<file path="config.mk">
export PLATFORM = sky130hd
export DESIGN_NAME = pc_sequencer
export DESIGN_NICKNAME = d
export VERILOG_FILES = /design/src/rtl/pc_sequencer.sv
export SDC_FILE = /design/constraint.sdc
export NUM_CORES = 1
export LEC_CHECK = 0
export CAP_MARGIN = 25
export CELL_PAD_IN_SITES_DETAIL_PLACEMENT = 1
export CELL_PAD_IN_SITES_GLOBAL_PLACEMENT = 2
export CORE_MARGIN = 2
export CORE_UTILIZATION = 40
export CTS_CLUSTER_DIAMETER = 150
export DETAILED_ROUTE_END_ITERATION = 8
export GPL_ROUTABILITY_DRIVEN = 0
export GPL_TIMING_DRIVEN = 0
export PLACE_DENSITY = 0.82
export SETUP_SLACK_MARGIN = 0.3
export SLEW_MARGIN = 20
export SYNTH_ARGS = -nofsm -noshare
export SYNTH_HDL_FRONTEND = slang
export SYNTH_SLANG_ARGS = --single-unit
</file>
<file path="constraint.sdc">
create_clock -name clk -period 4.48 [get_ports clk]
set_clock_uncertainty 0.05 [all_clocks]
set_input_delay 0.672 -clock clk [delete_from_list [all_inputs] [get_ports clk]]
set_output_delay 0.672 -clock clk [all_outputs]
set_load 0.03 [all_outputs]
</file>
<file path="src/rtl/pc_sequencer.sv">
// pc_sequencer: program counter sequencer with BOOT/RUN/HALT control and a return-address stack.
module pc_sequencer #(
   parameter logic [15:0] RESET_VECTOR = 16'h0000,
   parameter int RAS_DEPTH = 4
) (
   input  logic        clk,
   input  logic        rst,
   input  logic        stall,
   input  logic        branch_taken,
   input  logic [15:0] branch_off,
   input  logic        jump,
   input  logic        call,
   input  logic [15:0] target,
   input  logic        ret,
   input  logic        halt,
   input  logic        resume,
   input  logic        err_clr,
   output logic [15:0] pc,
   output logic        pc_valid,
   output logic        halted,
   output logic [3:0]  ras_depth,
   output logic        ras_ovf,
   output logic        ras_unf
);
   typedef enum logic [1:0] {BOOT, RUN, HALT} state_t;
   state_t st, st_n;
   logic [15:0] pc_n;
   logic [15:0] stk [8];
   logic push, pop, ovf_s, unf_s;
   always_comb begin
      st_n = st;
      pc_n = pc;
      push = 1'b0;
      pop = 1'b0;
      ovf_s = 1'b0;
      unf_s = 1'b0;
      if (st == BOOT) st_n = RUN;
      else if (st == HALT) begin
         if (resume) begin
            st_n = RUN;
            pc_n = pc + 16'd1;
         end
      end else if (!stall) begin
         if (halt) st_n = HALT;
         else if (ret) begin
            if (ras_depth != 4'd0) begin
               pop = 1'b1;
               pc_n = stk[ras_depth[2:0] - 3'd1];
            end else begin
               unf_s = 1'b1;
               pc_n = pc + 16'd1;
            end
         end else if (call) begin
            pc_n = target;
            push = ras_depth < 4'(RAS_DEPTH);
            ovf_s = !push;
         end else if (jump) pc_n = target;
         else if (branch_taken) pc_n = pc + branch_off;
         else pc_n = pc + 16'd1;
      end
   end
   always_ff @(posedge clk or posedge rst) begin
      if (rst) begin
         st <= BOOT;
         pc <= RESET_VECTOR;
         ras_depth <= 4'd0;
         ras_ovf <= 1'b0;
         ras_unf <= 1'b0;
      end else begin
         st <= st_n;
         pc <= pc_n;
         ras_depth <= push ? ras_depth + 4'd1 : pop ? ras_depth - 4'd1 : ras_depth;
         ras_ovf <= ovf_s | (ras_ovf & ~err_clr);
         ras_unf <= unf_s | (ras_unf & ~err_clr);
      end
   end
   // stack storage needs no reset: ras_depth=0 already makes old entries unreachable
   always_ff @(posedge clk)
      if (push) stk[ras_depth[2:0]] <= pc + 16'd1;
   assign pc_valid = st == RUN;
   assign halted = st == HALT;
endmodule

</file>
* Yosys cells after proc, flatten, opt, wreduce, memory -nomap -nowiden
Memories as Yosys holds them, arrays and structs flattened.
Index checks and enable logic that the tools add are counted.
** Word-level totals
- Logic and storage cells :: 74
- RAM bits :: 128
- Input bits :: 42
- Output and inout port bits :: 24
- Flip-flop bits (word level) :: 24
- Memories kept :: 1
** Memories
- stk :: words 8, bits a word 16, rd ports 1, clocked after memory_dff 0, wr ports 1, line 28 : logic [15:0] stk [8];
** Cells by class
- Add/subtract/negate cells :: 5
- Reductions and logical operators :: 7
- Equal/unequal tests :: 7
- Multiplexer cells :: 42
- Bitwise logic cells :: 6
- Order comparisons :: 1
** Operators with widths (number)
- $mux W16 :: 9
- $mux W1 :: 26
- $add A16 B1 Y16 const B :: 1
- $add A16 B16 Y16 :: 1
- $mux W2 :: 5
- $mux W4 :: 2
- $add A4 B1 Y4 const B :: 1
- $lt A4 B3 Y1 const B :: 1
- $ne A2 B1 Y1 const B :: 2
- $reduce_and A4 Y1 :: 1
- $reduce_bool A4 Y1 :: 1
- $sub A4 B1 Y4 const B :: 1
- $ne A3 B1 Y1 const B :: 1
- $ne A3 B2 Y1 const B :: 1
- $reduce_and A3 Y1 :: 1
- $reduce_bool A3 Y1 :: 1
- $sub A3 B1 Y3 const B :: 1
- $and A1 B1 Y1 :: 2
- $eq A2 B1 Y1 const B :: 1
- $eq A2 B2 Y1 const B :: 1
- $logic_not A2 Y1 :: 1
- $ne A2 B2 Y1 const B :: 1
- $not A1 Y1 :: 2
- $or A1 B1 Y1 :: 2
- other kinds (2) :: 2

* Depth between registers and ports, before layout
- Word-level depth :: 9
- Depth in mapped cells :: 11
- Mapped depth without buffers :: 10

* Worst setup path after synthesis
No wires, ideal clock.
- Kind :: input-to-reg
- Start point :: input halt
- End point :: memory stk[2][0], enable pin
- Stages on the path :: 6
- Data arrival time :: 2727 ps
- Setup slack :: 1294 ps
- Setup time :: 409 ps
- Required time :: 4021 ps
- Buffers on the path :: 1
- Cell sequence :: nor2_1 -> and2_1 -> nand3b_1 -> or3_1 -> clkbuf_1 -> nor3_1
** On the way
- Cells in the longest elaborated chain, start to end :: 6
** Ends and longest elaborated chain
- from (decl) :: line 15 : input logic halt,
- $mux W1 :: line 44 : if (halt) st_n = HALT;
- $mux W1 :: line 43 : end else if (!stall) begin
- $mux W1 :: line 38 : else if (st == HALT) begin
- $mux W1 :: line 37 : if (st == BOOT) st_n = RUN;
- $mux W1 :: line 79 : if (push) stk[ras_depth[2:0]] <= pc + 16'd1;
- $mux W1 (not written as such) :: line 79
- to (decl) :: line 28
Every way passes these cells.

* Worst setup path in the final report
- Start point :: register ras_depth[0]
- End point :: register pc[12]
** On the way
- Cells in the longest elaborated chain, start to end :: 7
- Elaborated cells between the ends (all ways) :: 8
- Those cells by class :: 1 x add/sub; 5 x mux; 1 x reduce/logical; 1 x memory
** Ends and longest elaborated chain
- from (decl) :: line 21 : output logic [3:0] ras_depth,
- from (signal assigned) :: line 72 : ras_depth <= push ? ras_depth + 4'd1 : pop ? ras_depth - 4'd1 : ras_depth;
- $sub A3 B1 Y3 :: line 48 : pc_n = stk[ras_depth[2:0] - 3'd1];
- $mem_v2 Z8 W16
- $mux W16 * :: line 46 : if (ras_depth != 4'd0) begin
- $mux W16 * :: line 45 : else if (ret) begin
- $mux W16 * :: line 44
- $mux W16 * :: line 43
- $mux W16 * :: line 38
- to (signal assigned) :: line 71 : pc <= pc_n;
- to (decl) :: line 18 : output logic [15:0] pc,
Mark *: on every way between the ends. The rest lies on a longest branch, timed or not. The select of a mux whose other input is x is not followed.
A chain may end at the register's enable or synchronous reset.

==> flow_summary.json <==
{
  "outcome": "completed",
  "fmax_mhz": 278,
  "synthFlopType": "edfxtp_1",
  "crit_slowest_cell": "ha_1",
  "ioPinCount": 66,
  "synthMostInstantiatedCell": "edfxtp_1",
  "routed_wl_um": 22500,
  "postSynthCellCount": 565,
  "worstHoldPathType": "flop to flop",
  "io_buffers": 65,
  "viasPerCell": 5.74,
  "final_cells": 968,
  "ant_nets": 0,
  "multiInputGateArea_sq_um": 3250,
  "path_clk_slew_ns": 0.06,
  "slew_viol_final": 0,
  "fin_ws_ns": 0.882,
  "fin_crit_ns": 3.60,
  "switching_power_w": 0.00261,
  "relSlewSlack": 0.364,
  "die_area_sq_um": 20100,
  "synth_edf_count": 128,
  "critPathBufInv": 5,
  "ir_drop_v": 0.000331,
  "cts.sinks": 152,
  "dp_hpwl_um": 16600,
  "setup-tns-final_ns": 0,
  "yosys-top-cells-count": "edfxtp_1, nand2_1, nor2_1",
  "syn_area_per_cell_sq_um": 13.4,
  "maxCapViolCount": 0,
  "dp_cells": 936,
  "crit_arrival_ns": 3.85,
  "pwr-share-clk": 0.226,
  "synth_top_area_share": 0.506,
  "synthArstFlopShare": 0.158,
  "drt_iter0_drc": 432,
  "worst_pin_slew_ns": 0.951,
  "hold_end": "ras_depth[3]$_DFFE_PP0P_",
  "rsz0062_at_grt": "false",
  "grt_overflow_total": 0,
  "cts-buffers-inserted": 17,
  "cts_setup_buffers": 0,
  "ctsHoldBuffers": 0,
  "synth.yosys.warnings": 0,
  "max_stage_delay_ns": 0.44,
  "diodes": 0,
  "grt_pass1_vias": 5921,
  "seqPwrFrac": 0.336,
  "reg2reg_depth": 11,
  "seq_area_frac_synth": 0.585,
  "period_share": 0.803,
  "cts_root_buf": "clkbuf_16",
  "swShare": 0.385,
  "r2r_end": "pc[12]$_DFFE_PP0P_",
  "fin_util": 0.511,
  "intPower_w": 0.00417,
  "die_y_um": 142,
  "startpoint_type": "flop",
  "grt_max_degree": 17,
  "antenna_found_initial": 0,
  "critical_path_class": "flop to flop",
  "setup.worst_path.end_class": "flop",
  "cts_tree": "done",
  "area_growth_pct": 25.5,
  "insertion_delay_ns": 0.43,
  "synth_area_leaders": "edfxtp_1, mux4_2, dfrtp_1, ha_1, nand2_1",
  "drc_errors": 0,
  "crit_family": "buffers and inverters",
  "hp-start": "ras_depth[3]$_DFFE_PP0P_",
  "r2r_slack_ns": 0.88,
  "seq_area_sq_um": 4440,
  "synth.cell_area_sq_um": 7590,
  "synth.distinct_cells": 66,
  "required_ns": 4.73,
  "drive_gt1_frac": 0.125,
  "p_leak_nw": 3.52,
  "fill_cells": 1903,
  "rows": 50,
  "min_path_cells": 1,
  "power.density_nw_per_um2": 711,
  "rr_startpoint": "ras_depth[0]$_DFFE_PP0P_",
  "whs_ns": 0.482,
  "cts_htree_levels": 4,
  "grt_first_pass_wirelength_um": 34500,
  "crit_chain": "buf_6 -> buf_2 -> inv_1 -> ha_1 -> buf_2 -> buf_2 -> mux4_2 -> mux2i_1 -> o32ai_1 -> a22oi_1 -> o211ai_1",
  "cts.path.max_buffers": 2,
  "ctsResizeCount": 0,
  "crit_fanout": 10,
  "dp_slack_ns": 0.883,
  "initial_utilization": 0.407,
  "grtUsageTotal": 0.235,
  "path_common_cell": "buf_2",
  "vias": 5556,
  "wl_per_cell_um": 23.2,
  "synth_seq_cells": 152,
  "synth_top_area_cell": "edfxtp_1",
  "setup_viol": 0,
  "fp.coreArea_sq_um": 18600,
  "combPwrFrac": 0.438,
  "drtPass1Iterations": 5,
  "final_net_count": 784,
  "hold_viol_final": 0,
  "die_w_um": 142
}
==> power groups by stage <==
stage | Clock [W] | Sequential, W | Combinational, W
after floorplan | 0 | 0.00236 | 0.00183
after global placement | 0 | 0.00227 | 0.00283
after detailed placement | 0 | 0.00230 | 0.00292
after CTS | 0.00155 | 0.00228 | 0.00296
after global routing | 0.00161 | 0.00231 | 0.00320
final | 0.00153 | 0.00228 | 0.00297
==> stage by stage <==
step | instance area [sq um] | total power [W]
global placement | 8770 | 0.00511
CTS | 9530 | 0.00679
finish | 9530 | 0.00678
floorplan | 7830 | 0.00419
global route | 9530 | 0.00713
detailed placement | 8900 | 0.00522
==> cell type report <==
type | count | area share
flip-flops and latches | 152 | 0.466
multi-input cells | 442 | 0.341
repair buffers | 74 | 0.0798
clock buffers | 19 | 0.0454
well taps | 234 | 0.0307
clock inverters | 13 | 0.0201
plain buffers | 19 | 0.0102
inverters | 15 | 0.00591
==> metal layers <==
metal | part of all wire | vias to the layer above | track usage
met3 | 0.059 | 49 | 0.0523
met2 | 0.48 | 203 | 0.387
met1 | 0.43 | 2824 | 0.303
met5 | 0 | - | 0
met4 | 0.034 | 0 | 0.102
li1 | - | 2480 | -
==> placed cells by master (no fill, tap or decap), drive strengths merged, types with 5 or more instances in the layout <==
| cell type | count |
|---|---|
| nor2 | 38 |
| xnor2 | 14 |
| o221ai | 5 |
| mux4 | 32 |
| clkbuf | 28 |
| a211oi | 5 |
| nor3 | 14 |
| conb | 64 |
| a21o | 8 |
| clkdlybuf4s50 | 65 |
| a21oi | 31 |
| mux2i | 13 |
| ha | 19 |
| o22ai | 8 |
| edfxtp | 128 |
| and3 | 12 |
| buf | 19 |
| o21ai | 26 |
| nand2 | 51 |
| dfrtp | 24 |
| inv | 19 |
| xor2 | 17 |
| nand3 | 14 |
| o211ai | 8 |
| a211o | 5 |
==> how the worst max path moves through the flow <==
stage	startpoint	end	slack, ns	depth (start not counted)
3_3_place_gp	halt	stk[1][12]$_DFFE_PP_	-0.51	7
6_report	ras_depth[0]$_DFFE_PP0P_	pc[12]$_DFFE_PP0P_	0.88	11
5_1_grt	ras_depth[0]$_DFFE_PP0P_	pc[12]$_DFFE_PP0P_	0.68	11
3_5_place_dp	ras_depth[0]$_DFFE_PP0P_	pc[0]$_DFFE_PP0P_	0.88	10
2_1_floorplan	halt	stk[2][0]$_DFFE_PP_	1.29	6
4_1_cts	ras_depth[0]$_DFFE_PP0P_	pc[0]$_DFFE_PP0P_	0.86	10
==> cells by family after synthesis <==
logic type                 after synthesis  synth area share
buffers and inverters                   34            0.0203
adders and majority gates               21            0.0366
other                                    1          0.000494
and+or+nand+nor                        150            0.0924
muxes                                   45             0.113
DFF                                    152             0.585
AOI/OAI and AO/OA                      131             0.115
xor gates and xnor gates                31            0.0367
==> sequential cells by signal, summed over array words and instances (netlist names) <==
register and flops:
stk 128, pc 16, ras_depth 4, st 2, ras_ovf 1, ras_unf 1
Power figures use the tool's default switching activity.
